## src/rtl/cb_handshake_ep.sv

```systemverilog
// Valid/ready receive endpoint: registered ready echo feeding a one-entry holding register.
// Optional accepted-beat counter enabled by defining CB_HANDSHAKE_EP_XFER_CNT_EN.
module cb_handshake_ep #(
  parameter int D_WIDTH   = 1,
  parameter int A_WIDTH   = 1,
  parameter int CNT_WIDTH = 16
) (
  input  logic               clk,
  input  logic               rst,
  input  logic               valid,
  input  logic [D_WIDTH-1:0] data,
  input  logic [A_WIDTH-1:0] addr,
  output logic               ready,
  input  logic               grant,
  output logic               out_valid,
  output logic [D_WIDTH-1:0] out_data,
  output logic [A_WIDTH-1:0] out_addr,
  output logic               overflow
`ifdef CB_HANDSHAKE_EP_XFER_CNT_EN
  ,
  output logic [CNT_WIDTH-1:0] xfer_cnt
`endif
);

  if (D_WIDTH < 1 || A_WIDTH < 1 || CNT_WIDTH < 1) begin : g_param_check
    $error("cb_handshake_ep: all widths must be at least 1");
  end

  logic               ready_q;
  logic               out_valid_q, out_valid_d;
  logic [D_WIDTH-1:0] out_data_q, out_data_d;
  logic [A_WIDTH-1:0] out_addr_q, out_addr_d;
  logic               overflow_q, overflow_d;
  logic               accept;

  assign accept = valid && ready_q;

  always_comb begin
    // NOTE: every next-state signal gets its hold value first so no path infers a latch.
    out_valid_d = out_valid_q;
    out_data_d  = out_data_q;
    out_addr_d  = out_addr_q;
    overflow_d  = overflow_q;
    if (accept) begin
      if (!out_valid_q || grant) begin
        out_valid_d = 1'b1;
        out_data_d  = data;
        out_addr_d  = addr;
      end else begin
        overflow_d = 1'b1;
      end
    end else if (grant) begin
      out_valid_d = 1'b0;
    end
  end

  // NOTE: sequential state uses non-blocking assignment so every register samples pre-edge values.
  // NOTE: the payload registers are reset too, because out_data/out_addr must read 0 after reset.
  always_ff @(posedge clk or posedge rst) begin
    if (rst) begin
      ready_q     <= 1'b0;
      out_valid_q <= 1'b0;
      out_data_q  <= '0;
      out_addr_q  <= '0;
      overflow_q  <= 1'b0;
    end else begin
      ready_q     <= valid;
      out_valid_q <= out_valid_d;
      out_data_q  <= out_data_d;
      out_addr_q  <= out_addr_d;
      overflow_q  <= overflow_d;
    end
  end

`ifdef CB_HANDSHAKE_EP_XFER_CNT_EN
  // Counts every accepted beat, dropped ones included; wraps silently.
  logic [CNT_WIDTH-1:0] cnt_q, cnt_d;

  always_comb begin
    cnt_d = cnt_q;
    if (accept) cnt_d = cnt_q + 1'b1;
  end

  always_ff @(posedge clk or posedge rst) begin
    if (rst) cnt_q <= '0;
    else     cnt_q <= cnt_d;
  end

  assign xfer_cnt = cnt_q;
`endif

  assign ready     = ready_q;
  assign out_valid = out_valid_q;
  assign out_data  = out_data_q;
  assign out_addr  = out_addr_q;
  assign overflow  = overflow_q;

endmodule

```

## config.mk

```make
export PLATFORM = sky130hd
export DESIGN_NAME = cb_handshake_ep
export DESIGN_NICKNAME = d
export VERILOG_FILES = /design/src/rtl/cb_handshake_ep.sv
export SDC_FILE = /design/constraint.sdc
export NUM_CORES = 1
export LEC_CHECK = 0
export CAP_MARGIN = 0
export CORE_AREA = 2 2 39 41
export DETAILED_ROUTE_END_ITERATION = 6
export DIE_AREA = 0 0 41 43
export PLACE_DENSITY = 0.35
export SLEW_MARGIN = 20
export SYNTH_ARGS = -nofsm -noshare
export SYNTH_HDL_FRONTEND = slang
export SYNTH_SLANG_ARGS = --single-unit
```

## constraint.sdc

```tcl
create_clock -name clk -period 2.3 [get_ports clk]
set_input_delay 0.23 -clock clk [delete_from_list [all_inputs] [get_ports clk]]
set_output_delay 0.23 -clock clk [all_outputs]
set_load 0.05 [all_outputs]
```

; ---- Word level (Yosys, flattened, before mapping)
; Cells that the tools add are included.
[word_totals]
register_bits = 5
latchBits = 0
ramBits = 0
mem_bits_ro = 0
inputBits = 6
out_inout_bits = 5
wordCells = 17
n_memories = 0
[op_classes]
addsub = 0
multipliers = 0
n_div = 0
n_lt_le_gt_ge = 0
eq_ne = 1
n_shift = 0
n_mux = 3
bitwise = 1
n_reduce_logical = 7
[ops]
columns = cell, n
row1 = 2-bit AND reduction, 3
row2 = 1-bit 2-to-1 mux, 3
row3 = "2-bit by 1-bit inequality test with 1-bit output, second input constant", 1
row4 = 2-bit nonzero test, 1
row5 = 1-bit logical AND, 1
row6 = 1-bit zero test, 1
row7 = 1-bit logical OR, 1
row8 = 1-bit NOT, 1

; ---- Logic depth before layout (Yosys ltp)
[logic_depth]
word_depth = 4
ltp_mapped = 3

; ---- Worst setup path before layout
; OpenSTA, ideal clock, no wires.
[synth_path]
path_kind = register -> register
startpoint = reg ready_q (netlist: ready)
endpoint = reg out_addr_q (netlist: out_addr)
setup_time_ps = 125
t_arrival_ps = 1184
slack_ps = 991
stages_incl_launch_ff = 4
n_path_buf = 0
synth_period_minus_slack_ps = 1309
cell_sequence = dfrtp_1 nand2_4 nor2b_4 mux2_4
[synth_via]
elab_chain_len = 2
[synth_lines]
columns = element, line
row1 = start: declaration, 29  ; logic ready_q;
row2 = start signal: assignment, 67  ; ready_q <= valid;
row3 = 1-bit logical AND, 36  ; assign accept = valid && ready_q;
row4 = 2-bit AND reduction (no line), --
row5 = end signal: assignment, 70  ; out_addr_q <= out_addr_d;
row6 = end: declaration, 32  ; logic [A_WIDTH-1:0] out_addr_q, out_addr_d;
; Every way passes these cells.
; A chain may end at the register's enable or synchronous reset.

; ---- Final worst setup path
[layout_path]
startpoint = reg out_valid_q (netlist: out_valid)
endpoint = out out_valid
[layout_rtl]
columns = element, line
row1 = start: declaration, 30  ; logic out_valid_q, out_valid_d;
row2 = start signal: assignment, 68  ; out_valid_q <= out_valid_d;
row3 = end: declaration, 15  ; output logic out_valid,
; No word-level cell between the ends.

==> metrics.yaml <==
status:
  status: "complete, no violations"
grt:
  antenna_found_initial: 0
  grt_util_met2_pct: 6.56
  grt_pass1_wl_um: 655
  grt_usage_pct: 6.26
  grt_max_degree: 6
  top_usage_layer: "met1"
  grt_overflow: 0
  grt_use_met1_pct: 7.19
  use_met3_pct: 5.24
  grt_pass1_vias: 153
placed_design:
  io_buffers: 10
  dpl.hpwl_um: 323
  routabilityCongestion: 0.546
  post-place-cells: 39
sta:
  setup_violations: 0
  fmax_mhz: 598
  max_slew_margin_pct: 66.8
  maxSlewViolCount: 0
  finalSetupTns_ns: 0
  rsz0062_at_grt: "false"
  worst_slew_pin_slew_ns: 0.497
  period_minus_slack_ns: 1.67
  skew_ns: 0.000536
  finalCritPeriodShare_pct: 72.8
  hold_violations: 0
yosys:
  synthCells: 13
  synth_top_area_share_pct: 59.9
  synth-seq-cells: 5
  ys_top_cells_by_area: "dfrtp_1, mux2_4, nand2b_4, nor2b_4, nand2_4"
  yosysSeqAreaShare_pct: 59.9
  yosys_warnings: 0
  yosysTopAreaCell: "dfrtp_1"
  synth_area_per_cell_um2: 16.1
  synth_cell_types: 8
  syn_nets: 19
  synth_area_um2: 209
drt:
  routed_wirelength_um: 408
  vias: 148
  viasPerCell: 3.44
  drtIter0Drc: 4
  drcViolationCount: 0
  drt-pass1-iter-count: 4
  wl_per_cell_um: 9.49
  ant_nets: 0
setup_path:
  max_stage_delay_ns: 0.82
  path_buf_inv: 1
  cp_max_fo: 2
  cp.required_ns: 2.07
  path_class: "flop to output pin"
  crit_family: "buffers and inverters"
  path_cells: "clkdlybuf4s50_1"
  cp_slowest_cell: "clkdlybuf4s50_1"
  cp.arrival_ns: 1.44
  start_kind: "flop"
  endpoint_kind: "output pin"
finish:
  syn2layout_area_growth_pct: 70.1
  fin_nets: 34
  drive_above_1_share_pct: 29.6
  n_fill_cell: 150
  antennaDiodeCount: 0
  regArea_um2: 125
  layout_commonest_cell: "clkdlybuf4s50_1"
  multi_input_area_um2: 80.1
  final_cell_mix: "clkdlybuf4s50_1, dfrtp_1, clkbuf_4, mux2_4"
  utilization_pct: 25.7
  instances_no_fill: 43
clock_tree:
  cts_made_buffers: 3
  root_buffer: "clkbuf_4"
  clk_latency_ns: 0.24
  cts_tree: "yes"
  htree_num_levels: 1
  cts_sinks: 5
  cts_hold_buf: 0
  cts.clk_slew.worst_paths_ns: 0.04
  clk_path_buf_depth: 2
  cts_resized: 0
  cts_setup_buffers: 0
power_and_ir_drop:
  intPower_w: 0.000204
  seqPwrFrac_pct: 35.4
  switching_share_pct: 32.0
  p_leak_nw: 0.162
  p_sw_w: 0.0000962
  ir_drop_mv: 0.246
  total_power_w: 0.000301
  power.share.clock_pct: 33.9
  p_comb_share_pct: 30.6
  p_per_area_mw_per_mm2: 846
floorplan:
  die_y_um: 43
  io_pins: 11
  dieArea_mm2: 0.00176
  coreArea_mm2: 0.00138
  floorplan.die.width_um: 41
  core.rowCount: 14
  initial_core_util_pct: 15.1
run:
  max_cap_viol_count: 0
hold_path:
  hp-class: "input port to asynchronous set/reset pin"
## metal layers
metal / vias to the layer above / routed length, um / part of all wire (%)
met5: - / 0 / 0
met4: 0 / 0 / 0
met3: 0 / 67 / 16
met2: 13 / 173 / 42
met1: 66 / 166 / 41
li1: 69 / - / -
## through the flow
stage / worst slack [ns] / hold slack, ns / instance area (um^2)
2_1_floorplan: 0.991 / 0.00852 / 209
3_3_place_gp: 0.885 / 0.448 / 329
3_5_place_dp: 0.877 / 0.448 / 329
4_1_cts: 0.610 / 0.185 / 355
5_1_grt: 0.582 / 0.204 / 355
6_report: 0.627 / 0.186 / 355
## state kept, by name (all words and copies together), names as in the netlist
| signal | flops |
|---|---|
| overflow | 1 |
| out_data | 1 |
| ready | 1 |
| out_valid | 1 |
| out_addr | 1 |
## power groups by stage
stage	clock network (W)	registers, W	logic, W
2_1_floorplan	0	0.000146	0.0000198
3_3_place_gp	0	0.000107	0.0000932
3_5_place_dp	0	0.000107	0.0000930
4_1_cts	0.000109	0.000107	0.0000933
5_1_grt	0.000116	0.000108	0.0000964
6_report	0.000102	0.000107	0.0000921
## final timing paths
check	slack (ns)	depth (start not counted)	to	start
min in group clk	0.48	1	overflow$_DFFE_PP0P_	overflow$_DFFE_PP0P_
max in group asynchronous	1.94	2	ready$_DFF_PP0_	rst
hold reg to reg	0.48	1	overflow$_DFFE_PP0P_	overflow$_DFFE_PP0P_
setup reg to reg	1.23	3	out_addr$_DFFE_PP0P_	out_valid$_DFFE_PP0P_
hold / removal	0.19	2	out_data$_DFFE_PP0P_	rst
setup / recovery	0.63	1	out_valid	out_valid$_DFFE_PP0P_
## cell type report
cell class,count,share of cell area (%)
sequential,5,35.2
timing repair buffer,10,28.2
multi-input combinational,7,22.5
clock buffer,4,7.39
tap,16,5.63
inverter,1,1.06
## synthesized netlist by cell type
master    count
dfrtp_1       5
inv_1         1
mux2_4        2
nand2_1       1
nand2_4       1
nand2b_4      1
nor2b_4       1
o21bai_1      1
## cells by family after synthesis
family,share of synthesized area (%)
DFF,59.9
and+or+nand+nor,20.4
muxes,14.4
AOI/OAI and AO/OA,3.59
buffers and inverters,1.79
No activity file was read; power rests on OpenSTA's default activity.
